## src/rtl/io_pkg.sv

```systemverilog
// Shared types and the address decoder for the MC14500B bit-addressed I/O block.
package io_pkg;

  localparam int unsigned IO_MIN_SYNC = 2;
  localparam int unsigned IO_IDX_W    = 16;

  typedef enum logic [1:0] {REG_OUT, REG_IN, REG_FLAG, REG_NONE} io_region_t;

  typedef struct packed {
    io_region_t            region;
    logic [IO_IDX_W-1:0]   index;
  } io_decode_t;

  // Map a bit address onto outputs, debounced inputs, edge flags or nothing.
  function automatic io_decode_t io_decode(input logic [31:0] address,
                                           input int unsigned o,
                                           input int unsigned i);
    io_decode_t d;
    d.region = REG_NONE;
    d.index  = '0;
    if (address < o) begin
      d.region = REG_OUT;
      d.index  = IO_IDX_W'(address);
    end else if (address < o + i) begin
      d.region = REG_IN;
      d.index  = IO_IDX_W'(address - o);
    end else if (address < o + 2 * i) begin
      d.region = REG_FLAG;
      d.index  = IO_IDX_W'(address - o - i);
    end
    return d;
  endfunction

endpackage

```

## src/rtl/io_debounce.sv

```systemverilog
// One input channel: synchroniser chain, debounce counter, stable level and rise strobe.
module io_debounce
  import io_pkg::*;
#(
  parameter int unsigned SYNC_STAGES     = 2,
  parameter int unsigned DEBOUNCE_CYCLES = 16
) (
  input  logic clk,
  input  logic rst,
  input  logic pin,
  output logic stable,
  output logic rise
);

  if (SYNC_STAGES < IO_MIN_SYNC) begin : g_bad_sync
    $error("io_debounce: SYNC_STAGES must be at least %0d", IO_MIN_SYNC);
  end

  logic [SYNC_STAGES-1:0] sync_q;
  logic                   synced;
  logic                   stable_q;

  always_ff @(posedge clk) begin
    if (rst) sync_q <= '0;
    else     sync_q <= {sync_q[SYNC_STAGES-2:0], pin};
  end

  assign synced = sync_q[SYNC_STAGES-1];
  assign stable = stable_q;

  if (DEBOUNCE_CYCLES == 0) begin : g_bypass
    assign rise = synced & ~stable_q;

    always_ff @(posedge clk) begin
      if (rst) stable_q <= 1'b0;
      else     stable_q <= synced;
    end
  end else begin : g_count
    localparam int unsigned CNT_W = $clog2(DEBOUNCE_CYCLES + 1);

    logic [CNT_W-1:0] cnt_q;
    logic             accept;

    // rise is asserted in the cycle before the edge that lifts stable, so a flag can latch on that edge
    always_comb begin
      accept = (synced != stable_q) && (cnt_q == CNT_W'(DEBOUNCE_CYCLES - 1));
      rise   = accept & synced;
    end

    always_ff @(posedge clk) begin
      if (rst) begin
        cnt_q    <= '0;
        stable_q <= 1'b0;
      end else if (synced == stable_q) begin
        cnt_q <= '0;
      end else if (accept) begin
        cnt_q    <= '0;
        stable_q <= synced;
      end else begin
        cnt_q <= cnt_q + CNT_W'(1);
      end
    end
  end

endmodule

```

## src/rtl/io_controller.sv

```systemverilog
// Clocked bit-addressed I/O block: output latches with readback, debounced inputs,
// and sticky rising-edge flags cleared by any write to their address.
module io_controller
  import io_pkg::*;
#(
  parameter int unsigned ADDR_WIDTH      = 6,
  parameter int unsigned INPUT_SIZE      = 8,
  parameter int unsigned OUTPUT_SIZE     = 8,
  parameter int unsigned SYNC_STAGES     = 2,
  parameter int unsigned DEBOUNCE_CYCLES = 16
) (
  input  logic                   clk,
  input  logic                   rst,
  input  logic                   write,
  input  logic                   data_in,
  output logic                   data_out,
  input  logic [ADDR_WIDTH-1:0]  address,
  input  logic [INPUT_SIZE-1:0]  input_pins,
  output logic [OUTPUT_SIZE-1:0] output_pins
);

  if (OUTPUT_SIZE + 2 * INPUT_SIZE > 2 ** ADDR_WIDTH) begin : g_bad_map
    $error("io_controller: address map does not fit in ADDR_WIDTH bits");
  end

  logic [OUTPUT_SIZE-1:0] out_q;
  logic [OUTPUT_SIZE-1:0] out_wr;
  logic [INPUT_SIZE-1:0]  flag_q;
  logic [INPUT_SIZE-1:0]  flag_clr;
  logic [INPUT_SIZE-1:0]  stable;
  logic [INPUT_SIZE-1:0]  rise;
  io_decode_t             dec;

  for (genvar n = 0; n < INPUT_SIZE; n++) begin : g_in
    io_debounce #(
      .SYNC_STAGES     (SYNC_STAGES),
      .DEBOUNCE_CYCLES (DEBOUNCE_CYCLES)
    ) u_debounce (
      .clk    (clk),
      .rst    (rst),
      .pin    (input_pins[n]),
      .stable (stable[n]),
      .rise   (rise[n])
    );
  end

  // Decode, per-bit write enables and the read mux.
  always_comb begin
    dec      = io_decode(32'(address), OUTPUT_SIZE, INPUT_SIZE);
    out_wr   = '0;
    flag_clr = '0;
    data_out = 1'b0;
    for (int unsigned n = 0; n < OUTPUT_SIZE; n++) begin
      if (dec.region == REG_OUT && dec.index == IO_IDX_W'(n)) begin
        out_wr[n] = write;
        data_out  = out_q[n];
      end
    end
    for (int unsigned n = 0; n < INPUT_SIZE; n++) begin
      if (dec.index == IO_IDX_W'(n)) begin
        if (dec.region == REG_IN) begin
          data_out = stable[n];
        end else if (dec.region == REG_FLAG) begin
          flag_clr[n] = write;
          data_out    = flag_q[n];
        end
      end
    end
  end

  // A rise on the same edge as a clear keeps the flag set.
  always_ff @(posedge clk) begin
    if (rst) begin
      out_q  <= '0;
      flag_q <= '0;
    end else begin
      for (int unsigned n = 0; n < OUTPUT_SIZE; n++) begin
        if (out_wr[n]) out_q[n] <= data_in;
      end
      for (int unsigned n = 0; n < INPUT_SIZE; n++) begin
        if (rise[n])          flag_q[n] <= 1'b1;
        else if (flag_clr[n]) flag_q[n] <= 1'b0;
      end
    end
  end

  assign output_pins = out_q;

endmodule

```

## config.mk

```make
export PLATFORM = sky130hd
export DESIGN_NAME = io_controller
export DESIGN_NICKNAME = d
export VERILOG_FILES = /design/src/rtl/io_pkg.sv /design/src/rtl/io_debounce.sv /design/src/rtl/io_controller.sv
export SDC_FILE = /design/constraint.sdc
export NUM_CORES = 1
export LEC_CHECK = 0
export ABC_AREA = 1
export BUFFER_PORTS_ARGS = -buffer_cell sky130_fd_sc_hd__buf_2
export CAP_MARGIN = 40
export CORE_ASPECT_RATIO = 1.1
export CORE_UTILIZATION = 60
export CTS_CLUSTER_DIAMETER = 40
export DETAILED_ROUTE_END_ITERATION = 7
export GPL_TIMING_DRIVEN = 1
export PLACE_DENSITY = 0.87
export SETUP_SLACK_MARGIN = 0.3
export SLEW_MARGIN = 20
export SYNTH_ARGS = -nofsm -noshare
export SYNTH_HDL_FRONTEND = slang
export SYNTH_HIERARCHICAL = 1
export SYNTH_SLANG_ARGS = --single-unit
```

## constraint.sdc

```tcl
create_clock -name clk -period 3.1 [get_ports clk]
set_input_delay 0.465 -clock clk [delete_from_list [all_inputs] [get_ports clk]]
set_output_delay 0.465 -clock clk [all_outputs]
set_load 0.005 [all_outputs]
```

==> flow_metrics.env <==
export IMPL_status="finished, violations left"
export IMPL_violations="negative setup slack"
export IMPL_relSlewSlack=0.661
export IMPL_yosysWarnings=6
export IMPL_antenna_found_initial=0
export IMPL_grt_max_degree=39
export IMPL_hold_path_class="input pin to register"
export IMPL_ant_nets=0
export IMPL_met2_usage=0.455
export IMPL_pre_cts_ws_ns=-0.210
export IMPL_wl_um=8040
export IMPL_drt_initial_drc_count=171
export IMPL_path_class="input pin to output pin"
export IMPL_clkLatencyLatePin_ns=0.35
export IMPL_synth_area_leaders="dfxtp_1 (40%), nand2_1 (11%), inv_1 (7.2%)"
export IMPL_fin_skew_ns=0.0125
export IMPL_synth_edf_count=0
export IMPL_synthDistinctLibCells=34
export IMPL_htreeDepth=3
export IMPL_clk_pin_slew_worst_paths_ns=0.08
export IMPL_cts_path_max_buffers=2
export IMPL_numCtsBuffers=9
export IMPL_finalMaxSlewViolations=0
export IMPL_use_met3=0.0708
export IMPL_p_leak_nw=2.01
export IMPL_worst_slack_ns=-0.0923
export IMPL_synth_ff_type="dfxtp_1"
export IMPL_critPathLaunch="address[3]"
export IMPL_p_per_area_nw_per_um2=430
export IMPL_yosysSeqAreaShare=0.401
export IMPL_fin_nets=632
export IMPL_synth_cells=538
export IMPL_top_usage_layer="met2"
export IMPL_port_buffers=26
export IMPL_ioPinCount=27
export IMPL_critPathSlowestCell="ha_4"
export IMPL_cp_num_buf_inv=4
export IMPL_r2r_start="g_in[7].u_debounce/g_count.cnt_q[0]"
export IMPL_place_congestion=0.873
export IMPL_via_per_inst=5.17
export IMPL_cap_violations=0
export IMPL_fmax_mhz=313
export IMPL_end_kind="output pin"
export IMPL_rsz0062_at_grt="yes"
export IMPL_synthesis_area_um2=3990
export IMPL_dieArea_um2=6980
export IMPL_hold_viol=0
export IMPL_dpl_hpwl_um=5630
export IMPL_yosysTopAreaCellShare=0.401
export IMPL_syn_area_per_cell_um2=7.42
export IMPL_core_area_um2=6310
export IMPL_cp_max_fo=7
export IMPL_start_kind="input pin"
export IMPL_arrival_ns=2.73
export IMPL_initial_core_util=0.633
export IMPL_synth_top_cells_by_count="nand2_1 (116), dfxtp_1 (80), inv_1 (77), nor2_1 (77), nand3_1 (25)"
export IMPL_root_buffer="clkbuf_8"
export IMPL_drive_above_1_share=0.242
export IMPL_grt_pass1_wl_um=13400
export IMPL_antenna_cells=0
export IMPL_worst_ep_required_time_ns=2.63
export IMPL_use_met1=0.253
export IMPL_multi_input_area_um2=2090
export IMPL_vias=3508
export IMPL_path_common_cell="nand2_1"
export IMPL_regArea_um2=1600
export IMPL_ir_worst_vdd_v=0.000283
export IMPL_crit_family="simple AND/OR/NAND/NOR gates"
export IMPL_row_count=30
export IMPL_cts_tree="built"
export IMPL_grt_ovfl_total=0
export IMPL_wl_per_cell_um=11.8
export IMPL_fp_dieH_um=87.6
export IMPL_setup_viol=1
export IMPL_power_mw=2.02
export IMPL_drc=0
export IMPL_grt_usage=0.250
export IMPL_synthArstFlopShare=0
export IMPL_fp_dieW_um=79.8
export IMPL_n_fill_cell=436
export IMPL_drtPass1Iterations=5
export IMPL_finalCriticalPeriod_ns=3.19
export IMPL_max_slew_worst_pin_slew_ns=0.507
export IMPL_grt_pass1_vias=3350
export IMPL_min_from="input_pins[2]"
export IMPL_yosysMostFrequentCell="nand2_1"
export IMPL_synth_top_area_cell="dfxtp_1"
export IMPL_max_stage_delay_ns=0.21
export IMPL_clock_sinks=80
export IMPL_syn_nets=576
export IMPL_ys_ff_latch=80
export IMPL_synthToLayoutAreaGrowth_pct=17.8
export IMPL_post_route_period_util=1.03
-- report_power, final --
part           switching (mW)  internal (mW)
clock                   0.370          0.393
combinational           0.127         0.0826
sequential            0.00875           1.04
total                   0.506           1.52
-- cell usage in the layout (no fill, tap or decap), types with 8 or more instances in the layout --
master    count
nand3_2      12
buf_2        24
buf_4        26
inv_1        76
and3_2        8
nor2_1       75
xnor2_1       8
ha_1         16
o21ai_0      19
clkbuf_8     10
nor2_2       22
nand2_1     116
dfxtp_1      80
nand3_1      25
a21oi_1      14
nand4_1      15
-- flip-flops by register name, indices dropped and copies added, names as in the netlist --
signal                         flops
flag_q                             8
g_in.u_debounce/g_count.cnt_q     40
g_in.u_debounce/stable             8
g_in.u_debounce/sync_q            16
output_pins                        8
-- worst register-to-register path: stages, from the launching register on --
cell and delay [ns]:
dfxtp_1 0.34, ha_1 0.24, nand2_1 0.07, nor2_1 0.04, ha_1 0.23, and3_2 0.22, a21oi_1 0.11, nor2_1 0.06
-- area by class of cell --
| class | count | share of cell area |
|---|---|---|
| inverters | 85 | 0.0726 |
| well taps | 80 | 0.0213 |
| flip-flops and latches | 80 | 0.340 |
| multi-input cells | 365 | 0.445 |
| clock buffers | 11 | 0.0301 |
| repair buffers | 53 | 0.0787 |
| clock inverters | 5 | 0.0120 |
-- cells by family (layout without fill, tap and decap cells) --
logic type                 Yosys count  in the layout  synth area share
DFF                                 80             80             0.401
xor gates and xnor gates             8              8            0.0176
adders and majority gates           20             20            0.0627
and+or+nand+nor                    294            294             0.367
AOI/OAI and AO/OA                   43             43            0.0608
buffers and inverters               93            154            0.0909
-- routing by layer --
metal	vias to the layer above	wire length, µm	share of wire
li1	1804	-	-
met1	1588	3310	0.41
met2	96	4200	0.52
met3	20	325	0.040
met4	0	211	0.026
met5	-	0	0
-- path summary, 6_finish.rpt --
kind	endpoint	slack, ns	depth (start not counted)
min	g_in[2].u_debounce/sync_q[0]	0.32	3
min reg2reg	g_in[6].u_debounce/sync_q[1]	0.41	2
max reg2reg	flag_q[7]	1.67	7
max	data_out	-0.09	30
-- what timing repair did --
| action | in CTS | in global routing |
|---|---|---|
| setup buffers | 2 | 0 |
| hold buffers | 0 | 0 |
| endpoints found under the hold margin | 0 | 0 |
| endpoints found under the setup margin | 1 | 1 |
| pin swaps | 18 | 0 |
| gates resized for setup | 17 | 0 |
-- per-stage QoR --
stage	hold WS [ns]	cells	utilization	cell area, µm²	setup TNS [ns]
6_report	0.320	679	0.746	4700	-0.0923
5_1_grt	0.297	679	0.746	4700	-0.350
3_5_place_dp	0.396	661	0.702	4430	-0.210
4_1_cts	0.304	679	0.746	4700	-0.0433
2_1_floorplan	0.388	538	-	4040	0
3_3_place_gp	0.392	660	0.699	4410	-0.128
Note: power is estimated with default switching activity, not from simulation.
